--- config.mk ---
export PLATFORM = sky130hd
export DESIGN_NAME = debouncer_multi
export DESIGN_NICKNAME = d
export VERILOG_FILES = /design/src/rtl/debouncer_multi.sv
export SDC_FILE = /design/constraint.sdc
export NUM_CORES = 1
export LEC_CHECK = 0
export CAP_MARGIN = 20
export CORE_MARGIN = 4
export CORE_UTILIZATION = 60
export DETAILED_ROUTE_END_ITERATION = 6
export HOLD_SLACK_MARGIN = 0.02
export PLACE_DENSITY = 0.84
export SLEW_MARGIN = 40
export SYNTH_ARGS = -nofsm -noshare
export SYNTH_HDL_FRONTEND = slang
export SYNTH_SLANG_ARGS = --single-unit
export TNS_END_PERCENT = 20
--- constraint.sdc ---
create_clock -name clk -period 2.95 [get_ports clk]
set_input_delay 0.59 -clock clk [delete_from_list [all_inputs] [get_ports clk]]
set_output_delay 0.59 -clock clk [all_outputs]
set_load 0.05 [all_outputs]
--- src/rtl/debouncer_multi.sv ---
// debouncer_multi: per-channel two-flop synchroniser, tick-qualified debounce filter and rise/fall pulses.
// Define DEBOUNCE_LONG_PRESS_EN to add a one-shot long-hold pulse per channel.
module debouncer_multi #(
  parameter int   NUM_CH        = 4,
  parameter int   STABLE_CYCLES = 1000000,
  parameter logic RST_VAL       = 1'b0,
  parameter int   LONG_CYCLES   = 50000000
) (
  input  logic              clk,
  input  logic              rst_n,
  input  logic              tick,
  input  logic [NUM_CH-1:0] data_in,
  output logic [NUM_CH-1:0] data_out,
  output logic [NUM_CH-1:0] rise,
  output logic [NUM_CH-1:0] fall,
  output logic [NUM_CH-1:0] long_press
);

  localparam int CW = (STABLE_CYCLES > 2) ? $clog2(STABLE_CYCLES) : 1;
  localparam logic [CW-1:0] CNT_LAST = CW'(STABLE_CYCLES - 1);

  if (NUM_CH < 1 || STABLE_CYCLES < 2 || LONG_CYCLES <= STABLE_CYCLES) begin : g_param_check
    $error("debouncer_multi: invalid parameter combination");
  end

  logic [NUM_CH-1:0] s1;
  logic [NUM_CH-1:0] s2;
  logic [CW-1:0]     cnt [NUM_CH];

  always_ff @(posedge clk or negedge rst_n) begin
    if (!rst_n) begin
      s1 <= {NUM_CH{RST_VAL}};
      s2 <= {NUM_CH{RST_VAL}};
    end else begin
      s1 <= data_in;
      s2 <= s1;
    end
  end

  // A match with the current output clears the count regardless of tick, so any
  // glitch shorter than the window restarts qualification from zero.
  always_ff @(posedge clk or negedge rst_n) begin
    if (!rst_n) begin
      data_out <= {NUM_CH{RST_VAL}};
      rise     <= '0;
      fall     <= '0;
      for (int i = 0; i < NUM_CH; i++) begin
        cnt[i] <= '0;
      end
    end else begin
      for (int i = 0; i < NUM_CH; i++) begin
        rise[i] <= 1'b0;
        fall[i] <= 1'b0;
        if (s2[i] == data_out[i]) begin
          cnt[i] <= '0;
        end else if (tick && (cnt[i] == CNT_LAST)) begin
          data_out[i] <= s2[i];
          cnt[i]      <= '0;
          rise[i]     <= s2[i];
          fall[i]     <= ~s2[i];
        end else if (tick) begin
          cnt[i] <= cnt[i] + 1'b1;
        end
      end
    end
  end

`ifdef DEBOUNCE_LONG_PRESS_EN
  localparam int HW = $clog2(LONG_CYCLES + 1);
  localparam logic [HW-1:0] HOLD_LAST = HW'(LONG_CYCLES - 1);

  logic [HW-1:0]     hold [NUM_CH];
  logic [NUM_CH-1:0] fired;

  // hold saturates at its last value; fired keeps the pulse to one per press.
  always_ff @(posedge clk or negedge rst_n) begin
    if (!rst_n) begin
      long_press <= '0;
      fired      <= '0;
      for (int i = 0; i < NUM_CH; i++) begin
        hold[i] <= '0;
      end
    end else begin
      for (int i = 0; i < NUM_CH; i++) begin
        long_press[i] <= 1'b0;
        if (!data_out[i]) begin
          hold[i]  <= '0;
          fired[i] <= 1'b0;
        end else if (tick) begin
          if (hold[i] == HOLD_LAST) begin
            if (!fired[i]) begin
              long_press[i] <= 1'b1;
              fired[i]      <= 1'b1;
            end
          end else begin
            hold[i] <= hold[i] + 1'b1;
          end
        end
      end
    end
  end
`else
  assign long_press = '0;
`endif

endmodule

Word level (Yosys, flattened, before mapping)

Cells that the tools add are included.
Widths: inputs -> output; s select.

Bits in registers: 100
Output and inout port bits: 16

Add/subtract/negate cells: 4
Eq/ne operators: 8
Multiplexer cells: 28
Bitwise gates (word level): 8
Reduce and logical (&&, ||, !) cells: 12

Operator list:

| cell                  | count |
|---|---|
| $mux 20               | 12 |
| $add 20x1->20 const B | 4 |
| $eq 20x20->1 const B  | 4 |
| $mux 1                | 16 |
| $reduce_bool 3->1     | 4 |
| $not 1->1             | 8 |
| $reduce_and 2->1      | 4 |
| $eq 1x1->1            | 4 |
| $logic_and 1x1->1     | 4 |

Longest topological paths before layout

Gate-level depths: netlist of the first run.

Depth in word-level cells: 4
Gate-level depth with buffers: 7
Mapped depth without buffers: 6

Worst setup path after synthesis of the first run

Ideal clock, no wire load.

Path type: register to register
Start point: register cnt[53] in the netlist's numbering
End point: register data_out[1]
Setup time: 0.125 ns
Arrival time: 2.154 ns
Slack: 0.671 ns
Cell stages (with the launch flop): 6
Path buffers: 1
Cells stage by stage: dfrtp_1 -> or4b_1 -> or4_4 -> or3_1 -> buf_6 -> mux2_4

Longest elaborated chain between the ends: 3

RTL lines:

| item                              | RTL line | RTL |
|---|---|---|
| start: declaration                | 28       | `logic [CW-1:0] cnt [NUM_CH];` |
| start signal: indexed assignment  | 62       | `cnt[i] <= cnt[i] + 1'b1;` |
| $eq 20x20->1                      | 56       | `end else if (tick && (cnt[i] == CNT_LAST)) begin` |
| $logic_and 1x1->1                 | 56       |  |
| $reduce_and 2->1 (no source line) | n/a      |  |
| end signal: assignment            | 44       | `data_out <= {NUM_CH{RST_VAL}};` |
| end signal: indexed assignment    | 57       | `data_out[i] <= s2[i];` |
| end: declaration                  | 13       | `output logic [NUM_CH-1:0] data_out,` |

No other way between the ends.
A chain may end at the register's enable or synchronous reset.

Worst setup path in the final report of the first run

Ends and elaborated chain as after synthesis.

==> reports/metrics.csv, run 1 <==
metric,value,unit
# DRC,0,
post-synthesis sequential area ratio,49.5,%
Post-Synth Simple-Gate Area,28.5,%
Worst Path Required,3.21,ns
first-pass GRT wire length,18100,um
vias in the first global route,3990,
Port Buffers,18,
critical-path cell list,or4b_1 > or4_4 > or3_1 > mux2_4,
n_diodes,0,
Rows,33,
mux contribution to synthesized area,1.14,%
via count,3988,
worst reg-to-reg setup slack,0.49,ns
pin count of the biggest net entering global routing,54,
XOR/XNOR share of the synthesized area,10.7,%
hold crit path type,input pin to asynchronous set/reset pin,
Synth Area in Adders,0.989,%
clk root buf,clkbuf_8,
Syn Inst Count,540,
Syn-to-layout area delta,9.82,%
Die Y-Extent,99.8,um
GRT Resource Usage Total,22.2,%
Die W,99.8,um
"Cell Area, Synth",5060,um2
CTS tree,done,
Hold WS,0.251,ns
VDD IR max,0.244,mV
largest family of logic cells by synthesized area,simple AND/OR/NAND/NOR gates,
main flop type after synthesis,dfrtp_1,
WP depth,4,
RSZ-0062 raised after global routing,no,
"Avg Cell Area, Syn",9.37,um2
post-layout min period,2.46,ns
outcome,"finished, final reports clean",
# fillers,649,
Seq. cell area,2500,um2
post-synth cell types,49,
Initial Utilization,61.6,%
routed len/inst,15.2,um
path depth of the worst reg2reg path,4,
post-synthesis compound-gate area fraction,6.53,%
Pwr Density,442,nW/um2
crit path launch type,flip-flop,
family with the most delay on the worst path,simple AND/OR/NAND/NOR gates,
setup bufs post-CTS,0,
warning count from the yosys run,0,
Final Skew,0.00777,ns
post-cts sizing count,0,
CTS HTree Levels,3,
multi-input gate area in the final layout,2440,um2
Final Hold Viols,0,
Die Area,9970,um2
CP max FO,9,
share of cells above drive strength 1,5.69,%
final setup vio count,0,
Clock Path Buffers,2,
Reg2Reg Capture Point,data_out[1]$_DFFE_PN0P_,
Boundary Pins,23,
Worst Path Buf+Inv,0,
CORE AREA,8220,um2
RR Startpoint,cnt[53]$_DFFE_PN0P_,
initial antenna violation count,0,
post-synthesis register bit count,100,
"EDFF count, synth",0,
Routed WL,10100,um
# clock sinks,100,
measured slew at the worst slew-check pin,0.711,ns
CP max-delay cell,or4b_1,
Detailed Routing Iterations Pass 1,5,
grt total ovfl,0,
fmax,0.406,GHz
"Slew Viols, Final",0,
remaining antenna violation count,0,
Max-Cap Viols,0,
final period utilization,83.4,%
total CTS buffers,9,
Fin Setup TNS,0,ns
DR vias/cell,5.98,
worst rel slew slack,52.2,%
Final #Nets,570,
worst-skew pair later-pin latency,0.36,ns
violation count after the first detailed-route iteration,191,
DPL Wire Length,6960,um
Critical Path End Type,flip-flop,
WS Path Type,flip-flop to flip-flop,
Post-CTS Hold Buffers,0,
clock-pin slew on the worst setup and hold paths,0.09,ns
Static Leak,2.26,nW
critical path arrival,2.72,ns
CP max stage delay,0.56,ns
routability cong.,0.959,
async set-reset flop share out of synthesis,100,%
[cell families (layout without fill, tap and decap cells)]
group | after synthesis | in the layout
other cells | 1 | 4
simple gates | 282 | 282
buf+inv | 29 | 48
fa+ha+maj | 4 | 4
xor+xnor | 62 | 62
mux | 5 | 5
flops | 100 | 100
compound gates | 57 | 57
[flip-flops by register name (all words and copies together), names as in the netlist]
name / cells
fall: 4
s2: 4
data_out: 4
rise: 4
cnt: 80
s1: 4
[report_power, final]
group	leakage, nW	switching (mW)	internal (mW)
clock network	0.103	0.441	0.493
registers	1.37	0.0148	1.38
logic	0.787	0.0880	0.0328
total	2.26	0.544	1.91
[cells in the final DEF (no fill, tap or decap), types with 3 or more instances in the layout]
master / netlist / layout
o21ai_0: 20 / 20
nand3b_1: 3 / 3
xor2_1: 38 / 38
nand3_1: 36 / 36
nand4b_1: 3 / 3
nor4_1: 8 / 8
and3_1: 8 / 8
xnor2_1: 24 / 24
ha_1: 4 / 4
a211oi_1: 3 / 3
or3_1: 7 / 7
clkdlybuf4s50_1: 0 / 17
dfrtp_1: 100 / 100
nor3b_1: 11 / 11
a31oi_1: 4 / 4
or4_1: 3 / 3
a21oi_1: 18 / 18
and2_1: 3 / 3
and4_1: 7 / 7
conb_1: 1 / 4
clkbuf_8: 0 / 10
or2_2: 3 / 3
nor3_1: 19 / 19
nor4b_1: 4 / 4
o211ai_1: 5 / 5
buf_4: 4 / 8
nand2_1: 60 / 60
nand4_1: 23 / 23
nor2_1: 73 / 73
inv_1: 7 / 7
[per-stage QoR]
stage          power (mW)  area (um2)  std cells  utilization, %  worst slack [ns]
4_1_cts              2.47        5560        667            67.6             0.499
2_1_floorplan        1.49        5070        543               -             0.671
6_report             2.45        5560        667            67.6             0.490
3_3_place_gp         1.54        5350        653            65.1             0.421
3_5_place_dp         1.55        5350        653            65.1             0.380
5_1_grt              2.55        5560        667            67.6             0.403
[worst max-delay path by stage]
stage	slack (ns)	start	to
floorplan	0.67	cnt[53]$_DFFE_PN0P_	data_out[1]$_DFFE_PN0P_
global placement	0.42	tick	data_out[1]$_DFFE_PN0P_
detailed placement	0.38	tick	cnt[64]$_DFFE_PN0P_
CTS	0.50	cnt[53]$_DFFE_PN0P_	data_out[1]$_DFFE_PN0P_
global route	0.40	cnt[53]$_DFFE_PN0P_	data_out[1]$_DFFE_PN0P_
finish	0.49	cnt[53]$_DFFE_PN0P_	data_out[1]$_DFFE_PN0P_
[per-layer routing]
metal,GRT usage [%],vias to the layer above,routed length [um]
met4,8.30,0,206
met5,0,-,0
li1,-,1918,-
met2,36.0,101,4990
met3,4.24,22,444
met1,29.9,1947,4470
[area by class of cell]
cell class	instances	share of cell area, %
Sequential cell	100	45.0
Multi-Input combinational cell	414	43.9
Clock buffer	12	2.61
Inverter	8	0.540
Clock inverter	2	1.08
Timing Repair Buffer	26	4.50
Tap cell	105	2.36
[cell usage after synthesis (4+ instances only)]
| cell | number | share of area [%] |
|---|---|---|
| a21oi_1 | 18 | 1.8 |
| nor2_1 | 73 | 5.4 |
| inv_1 | 7 | 0.52 |
| o211ai_1 | 5 | 0.74 |
| buf_4 | 4 | 0.59 |
| nand3_1 | 36 | 3.6 |
| ha_1 | 4 | 0.99 |
| nor4_1 | 8 | 0.99 |
| clkbuf_1 | 16 | 1.2 |
| xor2_1 | 38 | 6.6 |
| o21ai_0 | 20 | 2.0 |
| nor3_1 | 19 | 1.9 |
| and4_1 | 7 | 1.2 |
| nand4_1 | 23 | 2.8 |
| xnor2_1 | 24 | 4.2 |
| nand2_1 | 60 | 4.5 |
| or3_1 | 7 | 0.87 |
| dfrtp_1 | 100 | 49 |
| a31oi_1 | 4 | 0.49 |
| nor4b_1 | 4 | 0.69 |
| nor3b_1 | 11 | 1.6 |
| and3_1 | 8 | 0.99 |
Power figures use the tool's default switching activity.
==> run 2, diff against run 1 <==
clock period = 2.42 ns   (was 2.95 ns; I/O delays follow)
==> run 2 against run 1 <==
Net effect: sequential power increased by 21%; non-clock buffer count increased by 25; die area unchanged; largest cell class unchanged; highest routed layer unchanged.
==> reports/metrics.csv, run 2 (synthesis results as in run 1) <==
metric,value,unit,change
outcome,"finished, final reports clean",,
GR Util met2,36.8,%,+0.77 points
pin count of the biggest net entering global routing,39,,-28%
Max-Cap Viols,0,,unchanged
WS Path Type,flip-flop to flip-flop,,
CTS tree,done,,
Critical Path End Type,flip-flop,,
GRT busiest layer,met2,,
Top reg by flops,cnt,,
CP max stage delay,0.56,ns,about the same
clk root buf,clkbuf_8,,
final period utilization,94.9,%,+12 points
initial antenna violation count,0,,unchanged
Die Y-Extent,99.8,um,unchanged
Pwr Density,522,nW/um2,+18%
post-route cell area,5760,um2,+3.7%
worst-skew pair later-pin latency,0.38,ns,+0.02 ns
Syn-to-layout area delta,13.9,%,
power consumption,3.01,mW,+23%
GRT Resource Usage Total,22.5,%,+0.25 points
final setup vio count,0,,unchanged
RR Startpoint,cnt[53]$_DFFE_PN0P_,,
crit path launch,cnt[53]$_DFFE_PN0P_,,
violation count after the first detailed-route iteration,197,,+3.1%
Routed WL,10600,um,+5.0%
grt total ovfl,0,,unchanged
clock-pin slew on the worst setup and hold paths,0.10,ns,about the same
via count,4117,,+3.2%
Final Hold Viols,0,,unchanged
multi-input gate area in the final layout,2440,um2,+0.31%
share of cells above drive strength 1,10.5,%,+4.8 points
Global Route met1 Usage,30.5,%,+0.59 points
worst rel slew slack,66.1,%,+14 points
fmax,0.435,GHz,+7.1%
Fin Setup TNS,0,ns,unchanged
Detailed Routing Iterations Pass 1,5,,unchanged
# fillers,624,,-3.9%
post-layout min period,2.30,ns,-0.164 ns
# clock sinks,100,,unchanged
total CTS buffers,9,,unchanged
Worst Path Buf+Inv,1,,+1
vias in the first global route,3965,,-0.63%
remaining antenna violation count,0,,unchanged
CTS HTree Levels,3,,unchanged
most frequent cells in the layout,"dfrtp_1, nor2_1, nand2_1",,
placed cell area,5540,um2,+3.5%
DR vias/cell,5.93,,-0.78%
Seq. cell area,2500,um2,unchanged
n_diodes,0,,unchanged
critical-path cell list,or4b_1 > or4_4 > or3_4 > buf_4 > nor3b_1,,
"commonest non-fill, non-tap cell in the layout",dfrtp_1,,
family with the most delay on the worst path,simple AND/OR/NAND/NOR gates,,
hold crit path type,input pin to asynchronous set/reset pin,,
Final #Nets,595,,+4.4%
Worst Path Required,2.71,ns,-0.50 ns
routed len/inst,15.3,um,+0.96%
Rows,33,,unchanged
first-pass GRT wire length,18300,um,+1.1%
"Slew Viols, Final",0,,unchanged
setup bufs post-CTS,0,,unchanged
Boundary Pins,23,,unchanged
CP max FO,5,,-4
RSZ-0062 raised after global routing,no,,
met3 Use GR,5.84,%,+1.6 points
Static Leak,2.39,nW,+5.7%
Die W,99.8,um,unchanged
CORE AREA,8220,um2,unchanged
Die Area,9970,um2,unchanged
Final Skew,0.0147,ns,+0.00689 ns
Initial Utilization,61.6,%,unchanged
Port Buffers,18,,unchanged
Clock Path Buffers,2,,unchanged
VDD IR max,0.387,mV,+58%
crit path launch type,flip-flop,,
CP max-delay cell,or4b_1,,
measured slew at the worst slew-check pin,0.507,ns,-0.204 ns
max reg flops,80,,unchanged
DPL Wire Length,7410,um,+6.6%
routability cong.,0.906,,-5.6%
critical path arrival,2.59,ns,-0.13 ns
# DRC,0,,unchanged
-- run 2: changes by cell type in the layout (fill, tap and decap cells not counted), sizes merged --
cell,delta
buf,+25
bufinv,-1
clkbuf,-3
clkinv,+1
clkinvlp,+1
inv,+4
-- run 2: per-stage QoR --
| stage | hold slack, ns | cells | utilization [%] | setup slack, ns |
|---|---|---|---|---|
| after floorplan | 0.188 | 543 | - | 0.141 |
| after global placement | 0.333 | 678 | 67.4 | 0.0189 |
| after detailed placement | 0.336 | 678 | 67.4 | 0.0319 |
| after CTS | 0.0708 | 694 | 70.1 | 0.0307 |
| after global routing | 0.0756 | 694 | 70.2 | 0.0547 |
| final | 0.0566 | 694 | 70.2 | 0.123 |
-- run 2: per-layer routing --
| metal | wire length (um) | part of all wire [%] | vias up |
|---|---|---|---|
| met1 | 4690 | 44 | 2013 |
| met3 | 537 | 5.1 | 17 |
| met4 | 116 | 1.1 | 0 |
| met2 | 5280 | 50 | 119 |
| li1 | - | - | 1968 |
| met5 | 0 | 0 | - |
-- run 2: path summary, 6_finish.rpt --
check / end / slack [ns] / depth (start not counted)
max: fall[1]$_DFF_PN0_ / 0.12 / 5
min: rise[1]$_DFF_PN0_ / 0.06 / 1
max reg2reg: fall[1]$_DFF_PN0_ / 0.12 / 5
min reg2reg: s2[1]$_DFF_PN0_ / 0.35 / 0
max in group asynchronous: cnt[45]$_DFFE_PN0P_ / 1.61 / 2
min in group clk: s2[1]$_DFF_PN0_ / 0.35 / 0
-- run 2: final cells by class --
type                       count  area share [%]
clock buffer                   9            2.15
clock inverter                 7            1.63
inverter                       8           0.521
multi-input combinational    414            42.4
sequential                   100            43.4
tap                          105            2.28
timing repair buffer          51            7.60
-- run 2: power breakdown --
part           internal (mW)  switching [mW]
logic                 0.0510           0.114
clock network          0.508           0.633
registers               1.69          0.0182
total                   2.25           0.765
-- run 2: what timing repair did --
action	in CTS	in global routing
resized for setup	0	3
hold buffers	0	0
setup endpoints to repair	0	13
==> run 3, diff against run 2 <==
SKIP_LAST_GASP = 1   (was unset)
clock period = 3 ns   (was 2.42 ns; I/O delays follow)
==> run 3 against run 2 <==
Net effect: worst setup slack better by 0.40 ns; flip-flop and latch count did not move; via count down 2.1%; routed wire length decreased by 2.6%; total power shrank 20%; critical endpoint is now data_out[1]$_DFFE_PN0P_; die area did not move; register-to-register slack gained 0.40 ns.
==> reports/metrics.csv, run 3 (synthesis results as in run 1) <==
metric,value,unit,change
pin count of the biggest net entering global routing,57,,+46%
Top reg by flops,cnt,,
post-layout util,67.6,%,-2.6 points
DR vias/cell,6.03,,+1.7%
VDD IR max,0.335,mV,-13%
Fin Setup TNS,0,ns,unchanged
Die W,99.8,um,unchanged
violation count after the first detailed-route iteration,217,,+10%
GRT Resource Usage Total,22.1,%,-0.34 points
final period utilization,82.5,%,-12 points
routed len/inst,15.5,um,+1.2%
met3 Use GR,4.24,%,-1.6 points
setup bufs post-CTS,0,,unchanged
initial antenna violation count,0,,unchanged
Syn-to-layout area delta,9.74,%,
CTS HTree Levels,3,,unchanged
Detailed Routing Iterations Pass 1,7,,+2
most frequent cells in the layout,"dfrtp_1, nor2_1, nand2_1",,
GRT busiest layer,met2,,
multi-input gate area in the final layout,2440,um2,about the same
max reg flops,80,,unchanged
Port Buffers,18,,unchanged
Rows,33,,unchanged
n_diodes,0,,unchanged
worst rel slew slack,51.4,%,-15 points
CTS tree,done,,
Global Route met1 Usage,29.7,%,-0.70 points
# DRC,0,,unchanged
crit path launch type,flip-flop,,
CP max FO,9,,+4
clk root buf,clkbuf_8,,
GR Util met2,36.3,%,-0.46 points
clock-pin slew on the worst setup and hold paths,0.11,ns,about the same
DPL Wire Length,7150,um,-3.6%
RR Startpoint,cnt[55]$_DFFE_PN0P_,,
post-layout min period,2.47,ns,+0.178 ns
Boundary Pins,23,,unchanged
Die Area,9970,um2,unchanged
outcome,"finished, final reports clean",,
# clock sinks,100,,unchanged
first-pass GRT wire length,18000,um,-1.9%
Worst Path Required,3.26,ns,+0.55 ns
total CTS buffers,9,,unchanged
CORE AREA,8220,um2,unchanged
via count,4030,,-2.1%
Max-Cap Viols,0,,unchanged
crit path launch,cnt[55]$_DFFE_PN0P_,,
post-cts sizing count,0,,unchanged
measured slew at the worst slew-check pin,0.728,ns,+0.221 ns
critical-path cell list,or4b_1 > or4_4 > or3_1 > mux2_4,,
"Slew Viols, Final",0,,unchanged
Critical Path End Type,flip-flop,,
family with the most delay on the worst path,simple AND/OR/NAND/NOR gates,,
share of cells above drive strength 1,6.39,%,-4.1 points
fmax,0.404,GHz,-7.2%
hold crit path type,input pin to asynchronous set/reset pin,,
CP max-delay cell,or4b_1,,
Final Hold Viols,0,,unchanged
WS Path Type,flip-flop to flip-flop,,
# fillers,619,,-0.80%
worst-skew pair later-pin latency,0.37,ns,about the same
critical path arrival,2.74,ns,+0.15 ns
Pwr Density,432,nW/um2,-17%
Routed WL,10400,um,-2.6%
remaining antenna violation count,0,,unchanged
Final Skew,0.0174,ns,+0.00273 ns
vias in the first global route,3918,,-1.2%
routability cong.,0.917,,+1.2%
"commonest non-fill, non-tap cell in the layout",dfrtp_1,,
RSZ-0062 raised after global routing,no,,
Initial Utilization,61.6,%,unchanged
Static Leak,2.26,nW,-5.5%
grt total ovfl,0,,unchanged
final setup vio count,0,,unchanged
Worst Path Buf+Inv,0,,-1
CP max stage delay,0.53,ns,-0.03 ns
Die Y-Extent,99.8,um,unchanged
Seq. cell area,2500,um2,unchanged
Clock Path Buffers,2,,unchanged
Final #Nets,569,,-4.4%
Post-CTS Hold Buffers,0,,unchanged
-- run 3: cell type report --
class,count,area share (%)
Sequential cell,100,45.1
Multi-Input combinational cell,414,44.0
Timing Repair Buffer,25,4.37
Tap cell,105,2.37
Clock buffer,9,2.23
Clock inverter,7,1.42
Inverter,8,0.541
-- run 3: report_power, final --
| group | switching [mW] | leakage (nW) | internal, mW |
|---|---|---|---|
| sequential | 0.0145 | 1.37 | 1.36 |
| combinational | 0.0887 | 0.782 | 0.0314 |
| clock | 0.504 | 0.105 | 0.400 |
-- run 3: worst paths after layout --
kind / slack, ns / depth (start not counted) / endpoint
worst max-delay path: 0.53 / 4 / data_out[1]$_DFFE_PN0P_
worst min-delay path: 0.27 / 1 / cnt[45]$_DFFE_PN0P_
worst max register to register: 0.53 / 4 / data_out[1]$_DFFE_PN0P_
worst min register to register: 0.36 / 0 / s2[2]$_DFF_PN0_
max in group asynchronous: 2.03 / 2 / cnt[18]$_DFFE_PN0P_
min in group clk: 0.36 / 0 / s2[2]$_DFF_PN0_
-- run 3: metrics by stage --
stage / std cells / hold slack, ns / instance area [um2] / power, mW / worst slack (ns)
3_3_place_gp: 652 / 0.335 / 5340 / 1.52 / 0.447
5_1_grt: 668 / 0.323 / 5550 / 2.49 / 0.477
3_5_place_dp: 652 / 0.340 / 5340 / 1.52 / 0.419
6_report: 668 / 0.268 / 5550 / 2.40 / 0.525
2_1_floorplan: 543 / 0.304 / 5070 / 1.47 / 0.721
4_1_cts: 668 / 0.286 / 5550 / 2.42 / 0.555
-- run 3: metal layers --
metal | vias to the layer above | part of all wire [%]
li1 | 1914 | -
met3 | 26 | 5.0
met1 | 1957 | 44
met5 | - | 0
met2 | 133 | 49
met4 | 0 | 1.7
